$ cat src/rtl/pwm_channel_sequencer.sv
// Channel sequencer for a shared PWM generator: debounced channel select, quadrature
// encoder duty adjust per channel, and compare-word hand-off aligned to period boundaries.

module pwm_seq_debounce (
  input  logic CLK,
  input  logic RESET_N,
  input  logic tick_i,
  input  logic lvl_i,
  output logic press_o
);
  logic smp_q, deb_q, deb_d;

  // A level is accepted only once it has been seen on two consecutive ticks.
  always_comb begin
    deb_d = deb_q;
    if (tick_i && (lvl_i == smp_q)) deb_d = lvl_i;
  end

  assign press_o = deb_d & ~deb_q;

  always_ff @(posedge CLK or negedge RESET_N) begin
    if (!RESET_N) begin
      smp_q <= 1'b0;
      deb_q <= 1'b0;
    end else begin
      if (tick_i) smp_q <= lvl_i;
      deb_q <= deb_d;
    end
  end
endmodule

module pwm_channel_sequencer #(
  parameter int DEB_COUNT = 2_500_000,
  parameter int ENC_COUNT = 32_000,
  parameter int STEP      = 1,
  parameter int DUTY_MAX  = 255,
  parameter int DUTY_INIT = 0
) (
  input  logic        CLK,
  input  logic        RESET_N,
  input  logic        ENC_A,
  input  logic        ENC_B,
  input  logic        BOTON_MR,
  input  logic        BOTON_MDC,
  input  logic        BOTON_LED,
  input  logic        PERIOD_END,
  output logic [18:0] PWM,
  output logic        PWM_LOAD,
  output logic [1:0]  BOTON_SEL,
  output logic [7:0]  DUTY
);
  localparam int NUM_CH = 3;
  localparam int DW     = $clog2(DEB_COUNT + 1);
  localparam int EW     = $clog2(ENC_COUNT + 1);
  localparam logic [9:0] STEP_W = 10'(STEP);
  localparam logic [9:0] MAX_W  = 10'(DUTY_MAX);

  typedef enum logic [1:0] {S_IDLE, S_ARMED, S_LOAD} state_t;

  // Synchronisers: bit order {A, B, LED, MDC, MR}
  logic [4:0] s1_q, s2_q;
  logic [NUM_CH-1:0] btn_s, press;
  logic [1:0] enc_s;

  always_ff @(posedge CLK or negedge RESET_N) begin
    if (!RESET_N) begin
      s1_q <= '0;
      s2_q <= '0;
    end else begin
      s1_q <= {ENC_A, ENC_B, BOTON_LED, BOTON_MDC, BOTON_MR};
      s2_q <= s1_q;
    end
  end

  assign btn_s = s2_q[2:0];
  assign enc_s = s2_q[4:3];

  // Sample-interval counters
  logic [DW-1:0] deb_cnt_q, deb_cnt_d;
  logic [EW-1:0] enc_cnt_q, enc_cnt_d;
  logic deb_tick, enc_tick;

  assign deb_tick  = (deb_cnt_q == DW'(DEB_COUNT));
  assign enc_tick  = (enc_cnt_q == EW'(ENC_COUNT));
  assign deb_cnt_d = deb_tick ? '0 : deb_cnt_q + DW'(1);
  assign enc_cnt_d = enc_tick ? '0 : enc_cnt_q + EW'(1);

  for (genvar g = 0; g < NUM_CH; g++) begin : g_deb
    pwm_seq_debounce u_deb (
      .CLK     (CLK),
      .RESET_N (RESET_N),
      .tick_i  (deb_tick),
      .lvl_i   (btn_s[g]),
      .press_o (press[g])
    );
  end

  logic [1:0] sel_q, sel_d;

  always_comb begin
    sel_d = sel_q;
    if      (press[0]) sel_d = 2'b01;
    else if (press[1]) sel_d = 2'b11;
    else if (press[2]) sel_d = 2'b10;
  end

  // Encoder: Gray-to-binary position, forward distance 1 = CW, 3 = CCW, 2 = illegal jump
  logic [1:0] enc_smp_q, enc_smp_d, pos_cur, pos_prv, pos_diff;
  logic enc_cw, enc_ccw;

  assign pos_cur   = {enc_s[1], enc_s[1] ^ enc_s[0]};
  assign pos_prv   = {enc_smp_q[1], enc_smp_q[1] ^ enc_smp_q[0]};
  assign pos_diff  = pos_cur - pos_prv;
  assign enc_cw    = enc_tick && (pos_diff == 2'd1);
  assign enc_ccw   = enc_tick && (pos_diff == 2'd3);
  assign enc_smp_d = enc_tick ? enc_s : enc_smp_q;

  // Per-channel duty registers, index 0 MR, 1 MDC, 2 LED
  logic [NUM_CH-1:0][7:0] duty_q, duty_d;
  logic [7:0] duty_sel, inc_sat, dec_sat;
  logic [9:0] inc_w;
  logic [1:0] ch_idx;
  logic ch_vld;

  always_comb begin
    ch_vld = 1'b1;
    ch_idx = 2'd0;
    case (sel_q)
      2'b01:   ch_idx = 2'd0;
      2'b11:   ch_idx = 2'd1;
      2'b10:   ch_idx = 2'd2;
      default: ch_vld = 1'b0;
    endcase
  end

  assign duty_sel = ch_vld ? duty_q[ch_idx] : 8'd0;
  assign inc_w    = {2'b00, duty_sel} + STEP_W;
  assign inc_sat  = (inc_w > MAX_W) ? MAX_W[7:0] : inc_w[7:0];
  assign dec_sat  = ({2'b00, duty_sel} < STEP_W) ? 8'd0 : duty_sel - STEP_W[7:0];

  // Uses sel_q, so a step coinciding with a select press lands on the old channel.
  always_comb begin
    duty_d = duty_q;
    for (int i = 0; i < NUM_CH; i++) begin
      if (ch_vld && (ch_idx == 2'(i)) && (enc_cw || enc_ccw))
        duty_d[i] = enc_cw ? inc_sat : dec_sat;
    end
  end

  logic [18:0] target, pwm_q, pwm_d;
  state_t state_q, state_d;

  assign target = ch_vld ? {1'b0, duty_sel, 10'd1} : 19'd0;

  always_comb begin
    state_d = state_q;
    pwm_d   = pwm_q;
    case (state_q)
      S_IDLE:  if (target != pwm_q) state_d = S_ARMED;
      S_ARMED: if (PERIOD_END) begin
        state_d = S_LOAD;
        pwm_d   = target;
      end
      S_LOAD:  state_d = S_IDLE;
      default: state_d = S_IDLE;
    endcase
  end

  always_ff @(posedge CLK or negedge RESET_N) begin
    if (!RESET_N) begin
      deb_cnt_q <= '0;
      enc_cnt_q <= '0;
      enc_smp_q <= '0;
      sel_q     <= 2'b00;
      duty_q    <= {NUM_CH{8'(DUTY_INIT)}};
      pwm_q     <= '0;
      state_q   <= S_IDLE;
    end else begin
      deb_cnt_q <= deb_cnt_d;
      enc_cnt_q <= enc_cnt_d;
      enc_smp_q <= enc_smp_d;
      sel_q     <= sel_d;
      duty_q    <= duty_d;
      pwm_q     <= pwm_d;
      state_q   <= state_d;
    end
  end

  assign PWM       = pwm_q;
  assign PWM_LOAD  = (state_q == S_LOAD);
  assign BOTON_SEL = sel_q;
  assign DUTY      = duty_sel;
endmodule

$ cat config.mk
export PLATFORM = sky130hd
export DESIGN_NAME = pwm_channel_sequencer
export DESIGN_NICKNAME = d
export VERILOG_FILES = /design/src/rtl/pwm_channel_sequencer.sv
export SDC_FILE = /design/constraint.sdc
export NUM_CORES = 1
export LEC_CHECK = 0
export ABC_CLOCK_PERIOD_IN_PS = 3450
export BUFFER_PORTS_ARGS = -buffer_cell sky130_fd_sc_hd__buf_2
export CAP_MARGIN = 40
export CORE_AREA = 2 2 97 99
export CTS_BUF_LIST = sky130_fd_sc_hd__clkbuf_4 sky130_fd_sc_hd__clkbuf_8
export DETAILED_ROUTE_END_ITERATION = 8
export DIE_AREA = 0 0 99 101
export GPL_TIMING_DRIVEN = 0
export HOLD_SLACK_MARGIN = 0.15
export MAX_ROUTING_LAYER = met4
export PLACE_DENSITY = 0.78
export SLEW_MARGIN = 20
export SYNTH_ARGS = -nofsm -noshare
export SYNTH_HDL_FRONTEND = slang
export SYNTH_SLANG_ARGS = --single-unit
$ cat constraint.sdc
create_clock -name CLK -period 3.45 [get_ports CLK]
set_clock_uncertainty 0.05 [all_clocks]
set_input_delay 0.1725 -clock CLK [delete_from_list [all_inputs] [get_ports CLK]]
set_output_delay 0.1725 -clock CLK [all_outputs]
set_load 0.02 [all_outputs]
Word level (Yosys, flattened, before mapping)
Index checks and enable logic that the tools add are counted.
Operators by class
  magnitude comparators: 3
  bitwise gates (word level): 8
  reductions and logical operators: 18
  eq/ne operators: 17
  muxes and demuxes: 20
  add/sub/neg operators: 5
Operators with widths (count)
  2-to-1 mux 8 bit: 5
  adder 22 x 1 -> 22 bit (second input constant): 1
  equality test 22 bit (second input constant): 1
  2-to-1 mux 22 bit: 1
  != test 18 x 19 -> 1 bit: 1
  2-to-1 mux 18 bit: 1
  binary-select mux 8 bit (select 2 bit): 1
  adder 15 x 1 -> 15 bit (second input constant): 1
  equality test 15 bit (second input constant): 1
  2-to-1 mux 15 bit: 1
  logical AND 1 bit: 11
  equality test 2 bit (second input constant): 5
  2-to-1 mux 2 bit: 5
  adder 8 x 1 -> 9 bit (second input constant): 1
  greater-than comparator 9 x 8 -> 1 bit (second input constant): 1
  equality test 2 x 1 -> 1 bit (second input constant): 4
  less-than comparator 8 x 1 -> 1 bit (second input constant): 1
  one-hot mux 2 bit (2 select lines): 2
  subtractor 8 x 1 -> 8 bit (second input constant): 1
  zero test 2 bit: 2
  2-to-1 mux 1 bit: 4
  != test 2 bit (second input constant): 2
  AND reduction 2 bit: 2
  bitwise AND 1 bit: 3
  other kinds (8): 13
Storage, ports and cells
  register bits: 102
  output and inout port bits: 30
  word-level logic and storage cells: 88
  input port bits: 8

Longest topological paths before layout
Gate-level depths: netlist (run 1).
  depth in word-level cells: 9
  mapped depth: 11
  depth with buffers taken out: 9

Modules after synthesis
From an unflattened synthesis (run 1), not the netlist that was laid out.
Unflattened totals
  cells, all modules: 456
  area total of the unflattened synthesis: 4664.5 um^2
By module, submodules not included
  pwm_channel_sequencer: times used 1, seq. area each 2152.1 um^2, area each 4371.7 um^2, cells each 429
  pwm_seq_debounce: times used 3, seq. area each 50.0 um^2, area each 97.6 um^2, cells each 9

Worst setup path after synthesis (run 1)
Ideal clock, no wire load.
  path type: register to register
  start point: register sel_q[0] (netlist: BOTON_SEL[0])
  end point: register duty_q[1] (netlist name)
  cell stages (with the launch flop): 11
  arrival time: 2491 ps
  setup time: 134 ps
  data required time: 3266 ps
  period minus slack after synthesis: 2675 ps
  setup slack: 775 ps
  cell sequence: dfrtp_1 buf_6 mux2_2 a22oi_4 inv_1 ha_1 nor4b_2 a31oi_1 nor3_2 a211oi_1 a21oi_1
On the way
  longest elaborated chain between the ends: 9
RTL lines
  start: declaration: RTL line 98  | logic [1:0] sel_q, sel_d;
  start signal: assignment: RTL line 182  | sel_q <= sel_d;
  equality test 2 bit: RTL line 128  | case (sel_q)
  one-hot mux 2 bit (2 select lines): RTL line 128
  binary-select mux 8 bit (select 2 bit): RTL line 136  | assign duty_sel = ch_vld ? duty_q[ch_idx] : 8'd0;
  2-to-1 mux 8 bit (implied by the code): RTL line 136
  2-to-1 mux 8 bit: RTL line 136
  adder 8 x 1 -> 9 bit: RTL line 137  | assign inc_w = {2'b00, duty_sel} + STEP_W;
  greater-than comparator 9 x 8 -> 1 bit: RTL line 138  | assign inc_sat = (inc_w > MAX_W) ? MAX_W[7:0] : inc_w[7:0];
  2-to-1 mux 8 bit: RTL line 138
  2-to-1 mux 8 bit: RTL line 146  | duty_d[i] = enc_cw ? inc_sat : dec_sat;
  end signal: assignment: RTL line 175  | duty_q <= {NUM_CH{8'(DUTY_INIT)}};
  end signal: assignment: RTL line 183  | duty_q <= duty_d;
  end: declaration: RTL line 119  | logic [NUM_CH-1:0][7:0] duty_q, duty_d;
Parallel ways exist; a longest one is shown, timed or not. The select of a mux whose other input is x is not followed.
A chain may end at the register's enable or synchronous reset.

Worst setup path after layout (run 1)
Ends and elaborated chain as after synthesis.

==> results of run 1 <==
## cell usage in the layout, fill, tap and decap left out, types with 13 or more instances in the layout
master,synthesis,final
inv_1,13,13
buf_4,17,18
nand3_1,21,21
nand2_1,53,53
o21ai_0,20,20
xnor2_1,24,24
a21oi_1,20,20
dfrtp_1,92,92
buf_2,2,28
nor2_1,55,55
xor2_1,20,20
## stage by stage
step / hold slack, ns / std cells / area (um^2) / setup slack (ns)
global route: 0.326 / 643 / 5390 / 0.129
floorplan: -0.173 / 481 / 4810 / 0.775
CTS: 0.289 / 643 / 5390 / 0.284
detailed placement: 0.154 / 620 / 5110 / 0.314
global placement: 0.231 / 619 / 5080 / 0.326
finish: 0.283 / 643 / 5390 / 0.254
## flip-flops by register name, summed over array words and instances, names as in the netlist
register and flops:
state_q 2, enc_cnt_q 15, PWM 9, s2_q 5, deb_cnt_q 22, s1_q 5
g_deb.u_deb.deb_q 3, duty_q 24, enc_smp_q 2, g_deb.u_deb.smp_q 3, BOTON_SEL 2
## cells by family after synthesis
kind of cell / after synthesis
muxes: 17
adders and majority gates: 8
and+or+nand+nor: 191
buffers and inverters: 44
DFF: 92
AOI/OAI and AO/OA: 74
other: 1
xor gates and xnor gates: 45
## timing repair
action	CTS	global route
hold buffers	7	0
setup endpoints to repair	0	0
endpoints found under the hold margin	47	0
## metal layers
metal	routed length [um]	vias to the layer above	track usage, %
met5	0	-	-
li1	-	1720	-
met1	4260	1699	27.2
met2	4690	101	36.0
met3	447	16	4.09
met4	147	0	6.43
## worst paths after layout
check	startpoint	end	slack, ns	cells past startpoint
hold reg to reg	s1_q[4]	s2_q[4]	0.31	0
hold / removal	RESET_N	state_q[1]	0.28	2
setup / recovery	BOTON_SEL[0]	duty_q[1]	0.25	11
min in group CLK	s1_q[4]	s2_q[4]	0.31	0
setup reg to reg	BOTON_SEL[0]	duty_q[1]	0.25	11
max in group asynchronous	RESET_N	g_deb[0].u_deb.smp_q	2.42	3
## cell type report
| class | count | share of cell area (%) |
|---|---|---|
| well taps | 111 | 2.58 |
| repair buffers | 35 | 4.36 |
| flip-flops and latches | 92 | 42.7 |
| inverters | 15 | 1.04 |
| clock buffers | 9 | 2.30 |
| multi-input cells | 345 | 41.6 |
| plain buffers | 29 | 3.81 |
| clock inverters | 7 | 1.58 |
## power breakdown
group / switching [mW] / total [mW] / leakage, nW / internal [mW]
clock: 0.420 / 0.766 / 0.103 / 0.346
combinational: 0.0397 / 0.0639 / 1.43 / 0.0242
sequential: 0.00457 / 1.09 / 1.23 / 1.08
total: 0.464 / 1.92 / 2.77 / 1.45
==> impl_metrics.toml, run 1 <==
[finish]
num_antenna_cells = 0
seqCellArea_um2 = 2300
multi_input_area_um2 = 2240
final_core_util_pct = 60.1
drive_gt1_share_pct = 18.6
nNetsFinal = 543
n_fill_cell = 752
syn_to_final_growth_pct = 12.9

[timing]
hold_viol = 0
tns_ns = 0
max_slew_margin_pct = 54.7
rsz0062_at_grt = "false"
worstMarginPinSlew_ns = 0.674
final_max_slew_viol_count = 0
finalCritPeriodShare_pct = 92.6
period_minus_slack_ns = 3.20
finalSetupViolations = 0
fmax_mhz = 313

[floorplanning]
core_area_um2 = 8980
die_x_um = 99
start_util_pct = 53.2
die_h_um = 101
rows = 35
dieArea_um2 = 10000
io_pins = 38

[outcome]
outcome = "finished clean"

[global_route]
first_global_vias = 3533
grt_pass1_wl_um = 16900
antenna_found_initial = 0
grt-ovfl-total = 0
grt_use_total_pct = 21.7
grt_max_degree = 52

[critical_path]
critPathTopFamily = "compound AO/OA/AOI/OAI gates"
crit_chain = "buf_6 -> nor2b_4 -> buf_6 -> a22oi_4 -> inv_1 -> ha_1 -> nor4b_2 -> a31oi_1 -> nor3_2 -> a211oi_1 -> a21oi_1"
cp_num_buf_inv = 3
cp-start-kind = "flop"
path_class = "flop to flop"
max_stage_delay_ns = 0.53
cp_data_required_time_ns = 3.64
crit_arrival_ns = 3.39
cp_common_cell = "buf_6"
slowest_stage = "a211oi_1"
cp_max_fo = 10
crit_path_end_kind = "flop"

[routing]
wl_um = 9550
num_vias = 3536
routed_via_density = 5.50
drc = 0
routedWlPerCell_um = 14.8
ant_nets = 0
initialDrtViolationCount = 177
first_pass_iters = 5

[synth]
synth_top_family_by_area = "simple AND/OR/NAND/NOR gates"
synth.distinct_cells = 58
synth_area_leaders = "dfrtp_1, xnor2_1, nor2_1"
yosys_warnings = 0
seq_area_frac_synth_pct = 48.2
yosysTopAreaCell = "dfrtp_1"
syn_inst = 472
synth_xor_area_share_pct = 8.57
ys_top_cells_by_count = "dfrtp_1, nor2_1, nand2_1"
ys_async_sr_fraction_pct = 100
synth_flop_cell = "dfrtp_1"
synth_mux_area_share_pct = 4.09
synthAdderAreaFrac_pct = 2.10
synth_compound_area_share_pct = 11.7
synthSimpleGateAreaFrac_pct = 19.8
synth_enable_flop_cells = 0
synth_most_common_cell = "dfrtp_1"
synth_area_um2 = 4770
synth_seq_cells = 92
yosysTopAreaCellShare_pct = 48.2
synth_area_per_cell_um2 = 10.1

[place]
gp_congestion = 0.896
port_buffers = 27
hpwl_um = 6900

[clocking]
cts_resized = 0
post_cts_buffers = 0
htree_levels = 3
cts_tree = "yes"
insertion_delay_ns = 0.37
cts_buffers = 9
clkSlewWorstSetupHoldPaths_ns = 0.10
clock_sinks = 92
clock_path_buffers = 2
cts_root_buf = "clkbuf_8"

[power_and_ir_drop]
ir_drop_v = 0.000235
p_per_area_nw_per_um2 = 356
fin_total_pwr_mw = 1.92
leakage_nw = 2.77

[job]
maxCapViolCount = 0

[worst_hold_path]
hp-class = "input port to asynchronous set/reset pin"
No activity file was read; power rests on OpenSTA's default activity.
==> run 2, diff against run 1 <==
ABC_AREA = 1   (was default)
CORE_AREA = 2 2 101 103   (was 2 2 97 99)
DIE_AREA = 0 0 103 105   (was 0 0 99 101)
SKIP_LAST_GASP = 1   (was default)
==> run 2 against run 1 <==
Flip-flop and latch count unchanged. Register-to-register slack improved by 0.62 ns. Largest power group unchanged. Die area is 8.2% higher. Critical path type unchanged. Synthesized cell count grew 35%. Cell area grew 8.7%. Count of clock-buffer cells in the layout increased by 3. Synthesized area grew 9.4%.
==> impl_metrics.toml, run 2 <==
[job]
maxCapViolCount = 0

[synth]
yosys_warnings = 0
synth.distinct_cells = 51
syn_inst = 636
ys_top_cells_by_count = "nand2_1, dfrtp_1, inv_1"
synth_area_leaders = "dfrtp_1, nand2_1, inv_1"
ys_async_sr_fraction_pct = 100
yosysTopAreaCellShare_pct = 44.1
synth_seq_cells = 92
synth_flop_cell = "dfrtp_1"
synth_enable_flop_cells = 0
seq_area_frac_synth_pct = 44.1
synth_most_common_cell = "nand2_1"
synth_area_per_cell_um2 = 8.21
synth_area_um2 = 5220
yosysTopAreaCell = "dfrtp_1"

[global_route]
first_global_vias = 4040
grt_use_total_pct = 21.1
grt_max_degree = 52
grt-ovfl-total = 0
antenna_found_initial = 0
grt_pass1_wl_um = 17900

[critical_path]
crit_path_end_kind = "flop"
cp_data_required_time_ns = 3.63
cp-start-kind = "flop"
crit_arrival_ns = 2.76
cp_max_fo = 10
path_class = "flop to flop"

[worst_hold_path]
hp-class = "flop to flop"

[timing]
hold_viol = 0
finalSetupViolations = 0
fmax_mhz = 388
rsz0062_at_grt = "false"
period_minus_slack_ns = 2.58
whs_ns = 0.300
max_slew_margin_pct = 57.3
tns_ns = 0
worstMarginPinSlew_ns = 0.635
finalCritPeriodShare_pct = 74.8
final_max_slew_viol_count = 0

[floorplanning]
die_h_um = 105
dieArea_um2 = 10800
start_util_pct = 54.2
rows = 36
io_pins = 38
die_x_um = 103
core_area_um2 = 9640

[finish]
drive_gt1_share_pct = 18.6
final_core_util_pct = 60.8
largest_register_ffs = 24
top_register = "duty_q"
top_regs = "duty_q x24, deb_cnt_q x22, enc_cnt_q x15"
num_antenna_cells = 0
nNetsFinal = 707
final_common_cell = "nand2_1"
syn_to_final_growth_pct = 12.3
final_cell_mix = "nand2_1, dfrtp_1, inv_1"

[clocking]
clock_sinks = 92
holdBufCountCts = 7
cts_root_buf = "clkbuf_8"
cts_tree = "yes"
clock_path_buffers = 2
htree_levels = 3
insertion_delay_ns = 0.35
cts_resized = 0
cts_buffers = 9
post_cts_buffers = 0
clkSlewWorstSetupHoldPaths_ns = 0.09

[routing]
wl_um = 10100
routed_via_density = 5.07
drc = 0
ant_nets = 0
first_pass_iters = 5
initialDrtViolationCount = 217
num_vias = 4197
routedWlPerCell_um = 12.3

[place]
gp_congestion = 0.914
hpwl_um = 7610
port_buffers = 27

[power_and_ir_drop]
p_per_area_nw_per_um2 = 337
leakage_nw = 3.03
ir_drop_v = 0.000290

[outcome]
outcome = "finished clean"
-- run 2: cell types whose count changed after synthesis, sizes merged, moves of 8 or more --
cell | before | now
nand2 | 53 | 165
inv | 15 | 94
o21ai | 23 | 43
xnor2 | 24 | 4
mux2 | 14 | 0
nand3 | 23 | 37
nor2 | 55 | 68
and3 | 11 | 2
a22oi | 8 | 0
nor3 | 10 | 18
-- run 2: layout make-up --
type,count,area (um^2)
multi-input combinational,431,2370
fill,855,3780
buffer,25,213
sequential,92,2300
inverter,97,370
tap,133,166
clock buffer,12,153
clock inverter,2,60.1
timing repair buffer,35,228
-- run 2: path summary, 6_finish.rpt --
kind                       cells after the start         start  slack, ns                    to
min in group asynchronous                      2       RESET_N       0.35          enc_cnt_q[5]
setup / recovery                              17  BOTON_SEL[1]       0.87            duty_q[13]
max in group asynchronous                      3       RESET_N       2.35  g_deb[1].u_deb.smp_q
setup reg to reg                              17  BOTON_SEL[1]       0.87            duty_q[13]
hold / removal                                 0       s1_q[1]       0.30               s2_q[1]
hold reg to reg                                0       s1_q[1]       0.30               s2_q[1]
-- run 2: cell families (layout without fill, tap and decap cells) --
logic type      count (synthesis)  after routing  synth area share (%)
simple gates                  320            320                  30.9
buf+inv                       122            171                  11.2
flops                          92             92                  44.1
compound gates                 74             74                  8.67
xor+xnor                       19             19                  3.19
fa+ha+maj                       8              8                  1.92
other cells                     1             10                0.0718
-- run 2: worst max-delay path, stage by stage, from the launching register on --
cell,delay [ns]
dfrtp_1,0.40
buf_6,0.16
buf_12,0.14
nand3b_1,0.13
nand3_4,0.16
inv_2,0.16
ha_1,0.22
nand3_1,0.11
nor2_1,0.16
nand3_1,0.12
nand2_1,0.13
nor2_1,0.07
nand3_2,0.10
nand3_1,0.08
nand2_1,0.08
nand2_2,0.08
nand2_1,0.06
nand2_1,0.05
-- run 2: power by group --
group | leakage, nW | switching (mW) | total (mW) | internal, mW
logic | 1.68 | 0.0636 | 0.0983 | 0.0347
clock network | 0.109 | 0.340 | 0.778 | 0.437
registers | 1.23 | 0.00690 | 1.10 | 1.09
-- run 2: per-layer routing --
layer | vias up | GRT usage, % | share of wire, %
met5 | - | - | 0
li1 | 2120 | - | -
met1 | 1959 | 26.7 | 45
met3 | 12 | 4.15 | 4.3
met4 | 0 | 5.64 | 1.1
met2 | 106 | 34.4 | 50
-- run 2: per-stage QoR --
stage                     cells  total power, mW  instance area (um^2)  worst slack [ns]
after detailed placement    806             1.21                  5580             0.916
after CTS                   827             2.00                  5860             0.876
after global routing        827             2.07                  5860             0.645
after global placement      805             1.21                  5560             0.960
after floorplan             645             1.17                  5260              1.13
final                       827             1.97                  5860             0.870
